$ cat src/rtl/video_timing_if.sv
// Raster timing bus: pixel enable and source pixel in, coordinates and the packed
// blank/sync/rgb stream out, plus the frame interrupt and frame counter.
interface video_timing_if #(
  parameter int unsigned HCW  = 9,
  parameter int unsigned VCW  = 9,
  parameter int unsigned RGBW = 18
);
  logic            ce;
  logic [RGBW-1:0] irgb;
  logic [HCW-1:0]  hcount;
  logic [VCW-1:0]  vcount;
  logic [1:0]      oblank;
  logic [1:0]      osync;
  logic [RGBW-1:0] orgb;
  logic            irq;
  logic [4:0]      frame;

  modport master (
    input  ce, irgb,
    output hcount, vcount, oblank, osync, orgb, irq, frame
  );

  modport slave (
    output ce, irgb,
    input  hcount, vcount, oblank, osync, orgb, irq, frame
  );
endinterface

$ cat src/rtl/video_timing.sv
// Raster timing generator: free-running H/V counters, blank/sync decode delayed to match
// the pixel source latency, blank-masked RGB, per-frame interrupt and frame counter.
module video_timing #(
  parameter int unsigned HCW        = 9,
  parameter int unsigned VCW        = 9,
  parameter int unsigned RGBW       = 18,
  parameter int unsigned HTOTAL     = 448,
  parameter int unsigned HBLANK_BEG = 320,
  parameter int unsigned HSYNC_BEG  = 344,
  parameter int unsigned HSYNC_END  = 376,
  parameter int unsigned HBLANK_END = 416,
  parameter int unsigned VTOTAL     = 312,
  parameter int unsigned VBLANK_BEG = 248,
  parameter int unsigned VSYNC_BEG  = 248,
  parameter int unsigned VSYNC_END  = 252,
  parameter int unsigned VBLANK_END = 256,
  parameter int unsigned INT_LINE   = 248,
  parameter int unsigned INT_HPOS   = 0,
  parameter int unsigned INT_LEN    = 64,
  parameter int unsigned LAT        = 2
) (
  input  logic           clk_i,
  input  logic           rst_i,
  video_timing_if.master vid_io
);

  localparam int unsigned IcW = $clog2(INT_LEN + 2);

  localparam logic [HCW-1:0] HLast  = HCW'(HTOTAL - 1);
  localparam logic [VCW-1:0] VLast  = VCW'(VTOTAL - 1);
  localparam logic [HCW-1:0] IntH   = HCW'(INT_HPOS);
  localparam logic [VCW-1:0] IntV   = VCW'(INT_LINE);
  localparam logic [IcW-1:0] IntLen = IcW'(INT_LEN);

  logic            ce;
  logic [HCW-1:0]  h_q, h_d;
  logic [VCW-1:0]  v_q, v_d;
  logic [4:0]      frame_q, frame_d;
  logic            irq_q, irq_d;
  logic [IcW-1:0]  irq_cnt_q, irq_cnt_d;
  logic [1:0]      oblank_q, oblank_d;
  logic [1:0]      osync_q, osync_d;
  logic [RGBW-1:0] orgb_q, orgb_d;

  logic [HCW:0]    h_ext;
  logic [VCW:0]    v_ext;
  logic [1:0]      blank_raw, sync_raw;
  logic [1:0]      blank_dly, sync_dly;

  assign ce = vid_io.ce;

  // Counters and interrupt.
  always_comb begin
    h_d       = h_q;
    v_d       = v_q;
    frame_d   = frame_q;
    irq_d     = irq_q;
    irq_cnt_d = irq_cnt_q;
    if (ce) begin
      if (h_q == HLast) begin
        h_d = '0;
        if (v_q == VLast) begin
          v_d     = '0;
          frame_d = frame_q + 5'd1;
        end else begin
          v_d = v_q + VCW'(1);
        end
      end else begin
        h_d = h_q + HCW'(1);
      end

      // Trigger reloads the count even while already running.
      if (h_q == IntH && v_q == IntV) begin
        irq_cnt_d = IntLen;
        irq_d     = (INT_LEN != 0);
      end else if (irq_cnt_q != '0) begin
        irq_cnt_d = irq_cnt_q - IcW'(1);
        irq_d     = (irq_cnt_q != IcW'(1));
      end
    end
  end

  // Raw decode; zero-extended so an END equal to 2**width still compares correctly.
  assign h_ext = {1'b0, h_q};
  assign v_ext = {1'b0, v_q};

  always_comb begin
    blank_raw[0] = (h_ext >= (HCW+1)'(HBLANK_BEG)) && (h_ext < (HCW+1)'(HBLANK_END));
    sync_raw[0]  = (h_ext >= (HCW+1)'(HSYNC_BEG))  && (h_ext < (HCW+1)'(HSYNC_END));
    blank_raw[1] = (v_ext >= (VCW+1)'(VBLANK_BEG)) && (v_ext < (VCW+1)'(VBLANK_END));
    sync_raw[1]  = (v_ext >= (VCW+1)'(VSYNC_BEG))  && (v_ext < (VCW+1)'(VSYNC_END));
  end

  // Delay blank/sync to line up with the pixel source read latency.
  if (LAT == 0) begin : g_no_delay
    assign blank_dly = blank_raw;
    assign sync_dly  = sync_raw;
  end else begin : g_delay
    logic [1:0] blank_pipe_q [LAT];
    logic [1:0] sync_pipe_q  [LAT];

    always_ff @(posedge clk_i or posedge rst_i) begin
      if (rst_i) begin
        for (int i = 0; i < int'(LAT); i++) begin
          blank_pipe_q[i] <= 2'b11;
          sync_pipe_q[i]  <= 2'b00;
        end
      end else if (ce) begin
        blank_pipe_q[0] <= blank_raw;
        sync_pipe_q[0]  <= sync_raw;
        for (int i = 1; i < int'(LAT); i++) begin
          blank_pipe_q[i] <= blank_pipe_q[i-1];
          sync_pipe_q[i]  <= sync_pipe_q[i-1];
        end
      end
    end

    assign blank_dly = blank_pipe_q[LAT-1];
    assign sync_dly  = sync_pipe_q[LAT-1];
  end

  always_comb begin
    oblank_d = oblank_q;
    osync_d  = osync_q;
    orgb_d   = orgb_q;
    if (ce) begin
      oblank_d = blank_dly;
      osync_d  = sync_dly;
      orgb_d   = (|blank_dly) ? '0 : vid_io.irgb;
    end
  end

  always_ff @(posedge clk_i or posedge rst_i) begin
    if (rst_i) begin
      h_q       <= '0;
      v_q       <= '0;
      frame_q   <= '0;
      irq_q     <= 1'b0;
      irq_cnt_q <= '0;
      oblank_q  <= 2'b11;
      osync_q   <= 2'b00;
      orgb_q    <= '0;
    end else begin
      h_q       <= h_d;
      v_q       <= v_d;
      frame_q   <= frame_d;
      irq_q     <= irq_d;
      irq_cnt_q <= irq_cnt_d;
      oblank_q  <= oblank_d;
      osync_q   <= osync_d;
      orgb_q    <= orgb_d;
    end
  end

  assign vid_io.hcount = h_q;
  assign vid_io.vcount = v_q;
  assign vid_io.frame  = frame_q;
  assign vid_io.irq    = irq_q;
  assign vid_io.oblank = oblank_q;
  assign vid_io.osync  = osync_q;
  assign vid_io.orgb   = orgb_q;

endmodule

$ cat src/flat_wrapper.sv
// flat-port wrapper written by rule: the top's interface ports become plain ports
module video_timing_flat 
#(
  parameter int unsigned HCW        = 9,
  parameter int unsigned VCW        = 9,
  parameter int unsigned RGBW       = 18,
  parameter int unsigned HTOTAL     = 448,
  parameter int unsigned HBLANK_BEG = 320,
  parameter int unsigned HSYNC_BEG  = 344,
  parameter int unsigned HSYNC_END  = 376,
  parameter int unsigned HBLANK_END = 416,
  parameter int unsigned VTOTAL     = 312,
  parameter int unsigned VBLANK_BEG = 248,
  parameter int unsigned VSYNC_BEG  = 248,
  parameter int unsigned VSYNC_END  = 252,
  parameter int unsigned VBLANK_END = 256,
  parameter int unsigned INT_LINE   = 248,
  parameter int unsigned INT_HPOS   = 0,
  parameter int unsigned INT_LEN    = 64,
  parameter int unsigned LAT        = 2
)
  (clk_i, rst_i, vid_io_ce, vid_io_irgb, vid_io_hcount, vid_io_vcount, vid_io_oblank, vid_io_osync, vid_io_orgb, vid_io_irq, vid_io_frame);
  video_timing_if #(.HCW(HCW), .VCW(VCW), .RGBW(RGBW)) vid_io_i ();
  input  logic clk_i;
  input  logic rst_i;
  input wire logic [$bits(vid_io_i.ce)-1:0] vid_io_ce;
  input wire logic [$bits(vid_io_i.irgb)-1:0] vid_io_irgb;
  output wire logic [$bits(vid_io_i.hcount)-1:0] vid_io_hcount;
  output wire logic [$bits(vid_io_i.vcount)-1:0] vid_io_vcount;
  output wire logic [$bits(vid_io_i.oblank)-1:0] vid_io_oblank;
  output wire logic [$bits(vid_io_i.osync)-1:0] vid_io_osync;
  output wire logic [$bits(vid_io_i.orgb)-1:0] vid_io_orgb;
  output wire logic [$bits(vid_io_i.irq)-1:0] vid_io_irq;
  output wire logic [$bits(vid_io_i.frame)-1:0] vid_io_frame;
  assign vid_io_i.ce = vid_io_ce;
  assign vid_io_i.irgb = vid_io_irgb;
  assign vid_io_hcount = vid_io_i.hcount;
  assign vid_io_vcount = vid_io_i.vcount;
  assign vid_io_oblank = vid_io_i.oblank;
  assign vid_io_osync = vid_io_i.osync;
  assign vid_io_orgb = vid_io_i.orgb;
  assign vid_io_irq = vid_io_i.irq;
  assign vid_io_frame = vid_io_i.frame;
  video_timing #(.HCW(HCW), .VCW(VCW), .RGBW(RGBW), .HTOTAL(HTOTAL), .HBLANK_BEG(HBLANK_BEG), .HSYNC_BEG(HSYNC_BEG), .HSYNC_END(HSYNC_END), .HBLANK_END(HBLANK_END), .VTOTAL(VTOTAL), .VBLANK_BEG(VBLANK_BEG), .VSYNC_BEG(VSYNC_BEG), .VSYNC_END(VSYNC_END), .VBLANK_END(VBLANK_END), .INT_LINE(INT_LINE), .INT_HPOS(INT_HPOS), .INT_LEN(INT_LEN), .LAT(LAT)) u_core (.clk_i(clk_i), .rst_i(rst_i), .vid_io(vid_io_i));
endmodule
$ cat config.mk
export PLATFORM = sky130hd
export DESIGN_NAME = video_timing_flat
export DESIGN_NICKNAME = d
export VERILOG_FILES = /design/src/rtl/video_timing_if.sv /design/src/rtl/video_timing.sv /design/src/flat_wrapper.sv
export SDC_FILE = /design/constraint.sdc
export NUM_CORES = 1
export LEC_CHECK = 0
export BUFFER_PORTS_ARGS = -buffer_cell sky130_fd_sc_hd__clkbuf_2
export CAP_MARGIN = 30
export CORE_ASPECT_RATIO = 1.5
export CORE_UTILIZATION = 52
export DETAILED_ROUTE_END_ITERATION = 8
export GPL_ROUTABILITY_DRIVEN = 0
export PLACE_DENSITY = 0.78
export SYNTH_ARGS = -nofsm -noshare
export SYNTH_HDL_FRONTEND = slang
export SYNTH_SLANG_ARGS = --single-unit
$ cat constraint.sdc
create_clock -name clk_i -period 2.42 [get_ports clk_i]
set_input_delay 0 -clock clk_i [delete_from_list [all_inputs] [get_ports clk_i]]
set_output_delay 0 -clock clk_i [all_outputs]
set_load 0.1 [all_outputs]
==> flow_metrics.py, run 1 <==
metrics = {
    "pwr": {
        "p_per_area_nw_per_um2": 894,
        "vdd_ir_drop_max_mv": 0.576,
        "seqPwrFrac_pct": 40.1,
        "clkPwrFrac_pct": 27.2,
        "netSwitchingPower_w": 0.00133,
        "power.total_w": 0.00322,
        "p_leak_nw": 1.76,
        "switching_share_pct": 41.2,
        "p_comb_share_pct": 32.7,
        "intPower_w": 0.00189,
    },
    "timing": {
        "worstMarginPinSlew_ps": 735,
        "slew_headroom_pct": 51.0,
        "fmax_mhz": 518,
        "fin_crit_sh_pct": 79.8,
        "rsz0062_at_grt": "no",
        "clock_skew_ps": 3.95,
        "fin_setup_tns_ps": 0,
        "drv_slew": 0,
        "final-setup-viol-count": 0,
        "hold-worst-slack_ps": 136,
        "min_period_ps": 1930,
        "hold_violations": 0,
    },
    "placed_design": {
        "port_buffers": 66,
        "hpwl_mm": 3.86,
        "postPlaceCellArea_um2": 3220,
    },
    "critical_path": {
        "path_buf_inv": 0,
        "worst_setup_path_end_kind": "flip-flop",
        "r2r-end": "u_core.vid_io.frame[4]",
        "cpMaxStageDelayCell": "or3_1",
        "ff2ff_path_depth": 5,
        "crit_start": "u_core.vid_io.hcount[0]",
        "cp_max_fo": 8,
        "crit_chain": "ha_1 -> nand3_1 -> or3_1 -> nor3_1 -> xor2_1",
        "crit_type": "flip-flop to flip-flop",
        "endpoint": "u_core.vid_io.frame[4]",
        "start_kind": "flip-flop",
        "crit_cells": 5,
        "critPathTopFamily": "simple AND/OR/NAND/NOR gates",
        "rr_startpoint": "u_core.vid_io.hcount[0]",
        "cp.required_ps": 2680,
        "slowest_delay_ps": 530,
        "rrSetupSlack_ps": 490,
        "arrival_ps": 2190,
    },
    "final_layout": {
        "mostFrequentLayoutCells": "clkbuf_2 (66), dfrtp_1 (55), nand2_1 (35), o21ai_0 (29), inv_1 (27)",
        "diodes": 0,
        "drive_gt1_share_pct": 28.5,
        "area_growth_pct": 27.9,
        "final_common_cell": "clkbuf_2",
        "final_area_um2": 3600,
        "fin_nets": 397,
    },
    "synthesis": {
        "synth-compound-area-share_pct": 9.25,
        "synth_top_family_by_area": "simple AND/OR/NAND/NOR gates",
        "synth_area_um2": 2810,
        "yosys.area.top_type_share_pct": 48.9,
        "syn_avg_cell_area_um2": 10.0,
        "synth_xor_xnor_area_share_pct": 4.67,
        "synth.area.top_cells": "dfrtp_1 (49%), dfstp_2 (5.6%), o21ai_0 (5.2%), nand2_1 (4.7%), mux2_2 (4.4%)",
        "synth_cell_types": 42,
        "synth.area.mux_share_pct": 5.11,
        "ys_warn_count": 0,
        "synth_enable_flop_cells": 0,
        "synthSimpleGateAreaFrac_pct": 18.5,
        "yosysSeqAreaShare_pct": 54.5,
        "async_reset_ff_share_pct": 100,
        "synth_top_cell_by_area": "dfrtp_1",
        "synth_ff_type": "dfrtp_1",
        "syn_nets": 307,
        "synth-adder-area-share_pct": 2.67,
        "synthCells": 280,
        "ys_ff_latch": 61,
    },
    "grt": {
        "grt_pass1_wl_mm": 9.49,
        "grt_pass1_vias": 2207,
        "antenna_found_initial": 0,
        "gr-total-overflow": 0,
        "grtUsageTotal_pct": 22.7,
        "grt_max_degree": 62,
    },
    "drt": {
        "dr.first_iter.drc_count": 120,
        "drc_errors": 0,
        "drtPass1Iterations": 4,
        "routed.top_layer": "met4",
        "wire_per_inst_um": 13.4,
        "wl_met3_um": 320,
        "met1_length_mm": 2.56,
        "wl_met2_mm": 2.93,
        "vias": 2316,
        "routed_via_density": 5.23,
        "ant_nets": 0,
        "wl_mm": 5.93,
    },
    "cts": {
        "cts_tree": "yes",
        "clk_latency_ps": 340,
        "postCtsSetupBuffers": 0,
        "clockRootBuffer": "clkbuf_8",
        "cts_resized": 0,
        "cts_htree_levels": 3,
        "clk_pin_slew_ps": 60,
        "ctsHoldBuffers": 19,
        "cts.path.max_buffers": 2,
        "clock-sinks": 61,
        "cts_buffers": 9,
    },
    "die": {
        "num_rows": 32,
        "design.die.area_um2": 5720,
        "core_area_um2": 5160,
        "start_util_pct": 54.5,
        "die_x_um": 62.1,
        "die_y_um": 92.1,
        "io_pins": 67,
    },
    "flow_run": {
        "cap_violations": 0,
    },
    "worst_hold_path": {
        "min_path_type": "input port to flip-flop",
    },
    "status": {
        "status": "finished, final reports clean",
    },
}
==> worst min-delay path by stage <==
| stage | depth (start not counted) | start | to |
|---|---|---|---|
| floorplan | 2 | vid_io_irgb[0] | u_core.vid_io.orgb[0] |
| global placement | 3 | vid_io_irgb[15] | u_core.vid_io.orgb[15] |
| detailed placement | 3 | vid_io_irgb[12] | u_core.vid_io.orgb[12] |
| CTS | 2 | vid_io_ce | u_core.g_delay.blank_pipe_q[3] |
| global route | 3 | vid_io_ce | u_core.vid_io.hcount[2] |
| finish | 2 | vid_io_ce | u_core.g_delay.blank_pipe_q[3] |
==> synth_stat cells, types with 2 or more instances <==
cell	n
dfrtp_1	55
nand2_1	35
o21ai_0	29
inv_1	28
nand3_1	14
nor2_1	13
mux2_2	11
xnor2_1	9
nor3_1	7
dfstp_2	6
ha_1	6
xor2_1	6
a21oi_1	5
clkbuf_1	5
nand4_1	5
buf_2	3
nand2b_1	3
nor3b_1	3
nor4b_1	3
o211ai_1	3
or3_1	3
a21o_1	2
and3_1	2
and4_1	2
mux2i_1	2
nand3b_1	2
nor4_1	2
o22ai_1	2
==> sequential cells by signal, indices dropped and copies added (netlist names) <==
register and flops:
u_core.blank_dly 2, u_core.g_delay.blank_pipe_q 2, u_core.g_delay.sync_pipe_q 2, u_core.irq_cnt_q 7
u_core.sync_dly 2, u_core.vid_io.frame 5, u_core.vid_io.hcount 9, u_core.vid_io.irq 1
u_core.vid_io.oblank 2, u_core.vid_io.orgb 18, u_core.vid_io.osync 2, u_core.vid_io.vcount 9
==> cell type report <==
class                   instances  area, um^2
clock buffers                  11         141
well taps                      68        85.1
clock inverters                 5        50.0
multi-input cells             181        1130
fillers                       394        1570
flip-flops and latches         61        1530
inverters                      28         105
repair buffers                 89         551
==> through the flow <==
step / std cells / util [%] / setup WS, ps
3_3_place_gp: 408 / 62.3 / 553
5_1_grt: 443 / 69.7 / 372
2_1_floorplan: 280 / - / 1.74
6_report: 443 / 69.7 / 489
4_1_cts: 443 / 69.7 / 502
3_5_place_dp: 408 / 62.3 / 536
==> power groups by stage <==
| stage | Combinational, W | Clock [W] | Sequential (W) |
|---|---|---|---|
| 2_1_floorplan | 0.000329 | 0 | 0.00181 |
| 3_3_place_gp | 0.00102 | 0 | 0.00130 |
| 3_5_place_dp | 0.00103 | 0 | 0.00130 |
| 4_1_cts | 0.00106 | 0.000898 | 0.00129 |
| 5_1_grt | 0.00113 | 0.000938 | 0.00131 |
| 6_report | 0.00105 | 0.000875 | 0.00129 |
==> routing by layer <==
| metal | up-vias | GRT usage (%) |
|---|---|---|
| met2 | 88 | 37.3 |
| met1 | 1086 | 25.6 |
| li1 | 1130 | - |
| met3 | 12 | 6.77 |
| met4 | 0 | 11.5 |
| met5 | - | 0 |
==> logic make-up (layout without fill, tap and decap cells) <==
family                     Yosys count  after routing
muxes                               13             13
and+or+nand+nor                    101            101
adders and majority gates            6              6
buffers and inverters               38            133
xor gates and xnor gates            15             15
AOI/OAI and AO/OA                   46             46
DFF                                 61             61
Power figures use the tool's default switching activity.
==> run 2: changes to the inputs <==
Settings changed: ABC_AREA from default to 1, CORE_UTILIZATION 52 to 49, PLACE_DENSITY 0.78 to 0.76.
Clock period 2.42 ns to 1.6 ns, I/O delays scaled along.
==> flow_metrics.py, run 2 <==
metrics = {
    "status": {
        "status": "finished, final reports clean",
    },
    "drt": {
        "dr.first_iter.drc_count": 129,
        "ant_nets": 0,
        "routed_via_density": 5.02,
        "vias": 2623,
        "wl_mm": 6.79,
        "drc_errors": 0,
        "drtPass1Iterations": 6,
        "wire_per_inst_um": 13.0,
    },
    "synthesis": {
        "synth_top_cells_by_count": "nand2_1 (97), dfrtp_1 (55), o21ai_0 (40)",
        "synth_cell_types": 36,
        "synthCells": 355,
        "syn_nets": 382,
        "synth_top_cell_by_area": "dfrtp_1",
        "async_reset_ff_share_pct": 100,
        "syn_avg_cell_area_um2": 8.60,
        "synth_enable_flop_cells": 0,
        "yosysSeqAreaShare_pct": 50.3,
        "synthSimpleGateAreaFrac_pct": 29.4,
        "ys_ff_latch": 61,
        "synth-compound-area-share_pct": 8.86,
        "ys_warn_count": 0,
        "synth.area.mux_share_pct": 0,
        "synth_ff_type": "dfrtp_1",
        "synth-adder-area-share_pct": 2.46,
        "synth_xor_xnor_area_share_pct": 3.40,
        "yosys.area.top_type_share_pct": 45.1,
        "synth.area.top_cells": "dfrtp_1 (45%), nand2_1 (12%), o21ai_0 (6.6%), dfstp_2 (5.2%), nand3_1 (4.8%)",
        "synth_area_um2": 3050,
        "synth_top_family_by_area": "simple AND/OR/NAND/NOR gates",
        "yosysMostFrequentCell": "nand2_1",
    },
    "cts": {
        "cts_tree": "yes",
        "clockRootBuffer": "clkbuf_8",
        "cts.path.max_buffers": 2,
        "cts_buffers": 9,
        "clk_latency_ps": 340,
        "clock-sinks": 61,
        "clk_pin_slew_ps": 70,
        "cts_htree_levels": 3,
        "postCtsSetupBuffers": 0,
    },
    "final_layout": {
        "fin_nets": 472,
        "instances_no_fill": 522,
        "largest_reg_flops": 18,
        "drive_gt1_share_pct": 31.1,
        "mostFrequentLayoutCells": "nand2_1 (96), clkbuf_2 (66), o21ai_0 (37), dfrtp_1 (35), inv_1 (30)",
        "area_growth_pct": 30.4,
        "final_common_cell": "nand2_1",
        "diodes": 0,
    },
    "worst_hold_path": {
        "min_path_type": "input port to flip-flop",
        "min_path_cells": 5,
    },
    "grt": {
        "grt_max_degree": 44,
        "grt_pass1_wl_mm": 11.1,
        "grt-busiest-layer": "met2",
        "grtUsageTotal_pct": 22.3,
        "gr-total-overflow": 0,
        "met3_usage_pct": 4.98,
        "grt_util_met1_pct": 25.7,
        "grt_pass1_vias": 2509,
        "grtUsageMet2_pct": 39.5,
        "antenna_found_initial": 0,
    },
    "pwr": {
        "p_leak_nw": 2.04,
        "power.total_w": 0.00570,
        "clkPwrFrac_pct": 29.5,
        "netSwitchingPower_w": 0.00242,
        "intPower_w": 0.00329,
        "switching_share_pct": 42.4,
        "p_per_area_nw_per_um2": 1430,
        "p_comb_share_pct": 34.9,
        "seqPwrFrac_pct": 35.5,
        "vdd_ir_drop_max_mv": 0.730,
    },
    "critical_path": {
        "cp_max_fo": 9,
        "start_kind": "flip-flop",
        "rrSetupSlack_ps": 130,
        "crit_start": "u_core.vid_io.hcount[6]",
        "worst_setup_path_end_kind": "flip-flop",
        "r2r-end": "u_core.vid_io.irq",
        "arrival_ps": 1680,
        "crit_type": "flip-flop to flip-flop",
        "rr_startpoint": "u_core.vid_io.hcount[6]",
        "cp.required_ps": 1820,
        "ff2ff_path_depth": 6,
        "endpoint": "u_core.vid_io.irq",
    },
    "timing": {
        "fmax_mhz": 682,
        "hold-worst-slack_ps": 167,
        "slew_headroom_pct": 60.6,
        "drv_slew": 0,
        "min_period_ps": 1470,
        "fin_crit_sh_pct": 91.7,
        "rsz0062_at_grt": "no",
        "hold_violations": 0,
        "final-setup-viol-count": 0,
        "clock_skew_ps": 9.04,
        "worstMarginPinSlew_ps": 591,
    },
    "die": {
        "die_y_um": 98.7,
        "start_util_pct": 51.6,
        "design.die.area_um2": 6550,
        "die_x_um": 66.4,
        "num_rows": 34,
        "core_area_um2": 5910,
        "io_pins": 67,
    },
    "placed_design": {
        "dp.cells": 487,
        "port_buffers": 66,
        "hpwl_mm": 4.62,
    },
    "flow_run": {
        "cap_violations": 0,
    },
}
run 2: cell types whose count changed after synthesis, sizes merged, moves of 5 or more:
| cell | delta |
|---|---|
| nand2 | +67 |
| o21ai | +14 |
| mux2 | -11 |
| nor2 | +25 |
| nand3 | +18 |
| inv | +5 |
run 2: worst min path at each step:
stage	slack [ps]	end	from
after global routing	190	u_core.irq_cnt_q[3]	vid_io_ce
after global placement	-8	u_core.vid_io.orgb[13]	rst_i
after detailed placement	-5	u_core.vid_io.orgb[7]	rst_i
final	170	u_core.irq_cnt_q[3]	vid_io_ce
after floorplan	140	u_core.vid_io.orgb[0]	vid_io_irgb[0]
after CTS	130	u_core.irq_cnt_q[4]	vid_io_ce
run 2: cells by family (layout without fill, tap and decap cells):
kind of cell             after synthesis  after routing
XOR/XNOR                              11             11
buffers and inverters                 43            138
AND/OR/NAND/NOR                      182            182
flip-flops                            61             61
adder cells (fa/ha/maj)                6              6
AO/OA/AOI/OAI                         52             52
run 2: timing repair:
item                       in CTS  in global routing
hold endpoints to repair       36                  0
hold buffers                   19                  0
resized for setup               0                  2
setup endpoints to repair       0                  3
run 2: through the flow:
step | setup TNS (ps) | instance area, um^2 | util (%) | setup slack, ps
after floorplan | -1480 | 3110 | - | -137
after CTS | 0 | 3970 | 67.1 | 94.0
after global placement | 0 | 3530 | 59.6 | 182
after detailed placement | 0 | 3530 | 59.6 | 112
after global routing | 0 | 3980 | 67.3 | 23.9
final | 0 | 3980 | 67.3 | 133
run 2: area by class of cell:
type                            instances  area, um^2
Fill cell                             448        1930
Sequential cell                        61        1560
Multi-Input combinational cell        251        1390
Timing Repair Buffer                   88         556
Clock buffer                           12         155
Inverter                               34         133
Clock inverter                          4        95.1
Tap cell                               72        90.1
run 2: critical path, stage by stage, from the launching register on:
cell and delay [ps]:
dfrtp_2 460, nor2_1 140, nand2_1 60, nor2_1 280, nand4_4 220, nand3_1 120
nand2_1 70
run 2: per-layer routing:
metal  share of wire (%)  routed length [um]  vias to the layer above
met5                   0                   0                        -
met4                 1.6                 106                        0
met3                 3.5                 238                        8
met2                  53                3610                       65
met1                  42                2830                     1229
li1                    -                   -                     1321
run 2: power groups by stage:
stage / Clock (W) / Sequential (W) / Combinational [W]
finish: 0.00168 / 0.00203 / 0.00199
global route: 0.00178 / 0.00206 / 0.00212
CTS: 0.00172 / 0.00202 / 0.00199
detailed placement: 0 / 0.00204 / 0.00195
global placement: 0 / 0.00204 / 0.00192
floorplan: 0 / 0.00306 / 0.000573
==> run 3: changes to the inputs <==
Settings changed: PLACE_DENSITY 0.76 to 0.82.
==> flow_metrics.py, run 3 (same netlist as run 2, synthesis figures left out) <==
metrics = {
    "cts": {
        "cts.path.max_buffers": 2,
        "postCtsSetupBuffers": 0,
        "clockRootBuffer": "clkbuf_8",
        "clk_pin_slew_ps": 70,
        "clock-sinks": 61,
        "cts_buffers": 9,
        "cts_htree_levels": 3,
        "cts_tree": "yes",
        "clk_latency_ps": 340,
    },
    "critical_path": {
        "start_kind": "flip-flop",
        "crit_chain": "inv_1 -> ha_1 -> nand2_1 -> nor2_1 -> nand4_2 -> o21ai_0 -> nor2_1",
        "slowest_delay_ps": 440,
        "crit_top_cell": "nor2_1",
        "arrival_ps": 1660,
        "crit_type": "flip-flop to flip-flop",
        "cp.required_ps": 1820,
        "cp_max_fo": 9,
        "worst_setup_path_end_kind": "flip-flop",
        "cpMaxStageDelayCell": "dfrtp_2",
    },
    "final_layout": {
        "drive_gt1_share_pct": 30.9,
        "mostFrequentLayoutCells": "nand2_1 (96), clkbuf_2 (66), o21ai_0 (37), dfrtp_1 (35), inv_1 (30)",
        "final_core_util_pct": 66.3,
        "final_area_um2": 3920,
        "fin_nets": 472,
        "largest_reg_flops": 18,
        "diodes": 0,
        "area_growth_pct": 28.5,
        "final_common_cell": "nand2_1",
    },
    "drt": {
        "drc_errors": 0,
        "routed_via_density": 5.05,
        "dr.first_iter.drc_count": 61,
        "wire_per_inst_um": 12.8,
        "drtPass1Iterations": 4,
        "wl_mm": 6.70,
        "ant_nets": 0,
        "vias": 2635,
    },
    "grt": {
        "gr-total-overflow": 0,
        "grt_pass1_wl_mm": 11.3,
        "grtUsageMet2_pct": 41.8,
        "antenna_found_initial": 0,
        "grt_util_met1_pct": 23.5,
        "grt_pass1_vias": 2692,
        "grtUsageTotal_pct": 22.8,
        "grt_max_degree": 62,
        "grt-busiest-layer": "met2",
        "met3_usage_pct": 3.59,
    },
    "timing": {
        "clock_skew_ps": 6.73,
        "drv_slew": 0,
        "worstMarginPinSlew_ps": 590,
        "fin_setup_tns_ps": 0,
        "hold_violations": 0,
        "final-setup-viol-count": 0,
        "rsz0062_at_grt": "no",
        "fin_crit_sh_pct": 90.1,
        "slew_headroom_pct": 60.6,
        "fmax_mhz": 694,
        "min_period_ps": 1440,
        "setup_ws_ps": 159,
    },
    "die": {
        "io_pins": 67,
        "num_rows": 34,
        "start_util_pct": 51.6,
        "die_y_um": 98.7,
        "design.die.area_um2": 6550,
        "core_area_um2": 5910,
        "die_x_um": 66.4,
    },
    "placed_design": {
        "hpwl_mm": 4.69,
        "dp_slack_ps": 170,
        "port_buffers": 66,
        "postPlaceCellArea_um2": 3530,
    },
    "status": {
        "status": "finished, final reports clean",
    },
    "pwr": {
        "power.total_w": 0.00539,
        "p_per_area_nw_per_um2": 1370,
        "p_leak_nw": 2.01,
        "vdd_ir_drop_max_mv": 1.09,
    },
    "worst_hold_path": {
        "min_path_type": "input port to flip-flop",
    },
    "flow_run": {
        "cap_violations": 0,
    },
}
run 3: cell types whose count changed in the layout (fill, tap and decap cells not counted), sizes merged:
cell / delta
bufinv: -2
clkinv: +1
clkinvlp: +1
run 3: stage by stage:
stage | hold slack [ps] | cells
final | 69.3 | 522
after global routing | 88.3 | 522
after CTS | 62.4 | 522
after detailed placement | 82.2 | 487
after global placement | 76.3 | 487
after floorplan | 145 | 355
run 3: report_power, final:
| group | switching [W] | leakage, nW | internal, W |
|---|---|---|---|
| clock | 0.000570 | 0.102 | 0.000799 |
| combinational | 0.00159 | 1.18 | 0.000392 |
| sequential | 0.000257 | 0.733 | 0.00177 |
| total | 0.00242 | 2.01 | 0.00296 |
run 3: layout make-up:
type / instances / area [um^2]
sequential: 61 / 1560
clock buffer: 12 / 155
fill: 472 / 1990
clock inverter: 4 / 47.5
timing repair buffer: 88 / 556
multi-input combinational: 251 / 1380
inverter: 34 / 133
tap: 72 / 90.1
run 3: metal layers:
metal  routed length [um]  vias up
met3                  188       15
li1                     -     1315
met1                 2740     1239
met4                  180        0
met2                 3590       66
met5                    0        -
run 3: what timing repair did:
action	CTS	global route
endpoints found under the hold margin	79	0
resized for setup	0	0
hold buffers	19	0
run 3: final timing paths:
kind | from | to | slack (ps) | cells after the start
max reg2reg | u_core.vid_io.hcount[1] | u_core.irq_cnt_q[2] | 160 | 7
max in group asynchronous | rst_i | u_core.vid_io.oblank[0] | 1010 | 4
min | vid_io_ce | u_core.vid_io.orgb[10] | 70 | 4
min in group asynchronous | rst_i | u_core.vid_io.orgb[11] | 270 | 4
max | u_core.vid_io.hcount[1] | u_core.irq_cnt_q[2] | 160 | 7
min reg2reg | u_core.g_delay.blank_pipe_q[3] | u_core.g_delay.blank_pipe_q[3] | 470 | 2
run 3: worst max-delay path: cells and delay by family (launching register included):
kind            cells  cell delay [ps]
buf+inv             1              110
fa+ha+maj           1              140
flops               1              440
compound gates      1              140
simple gates        4              510
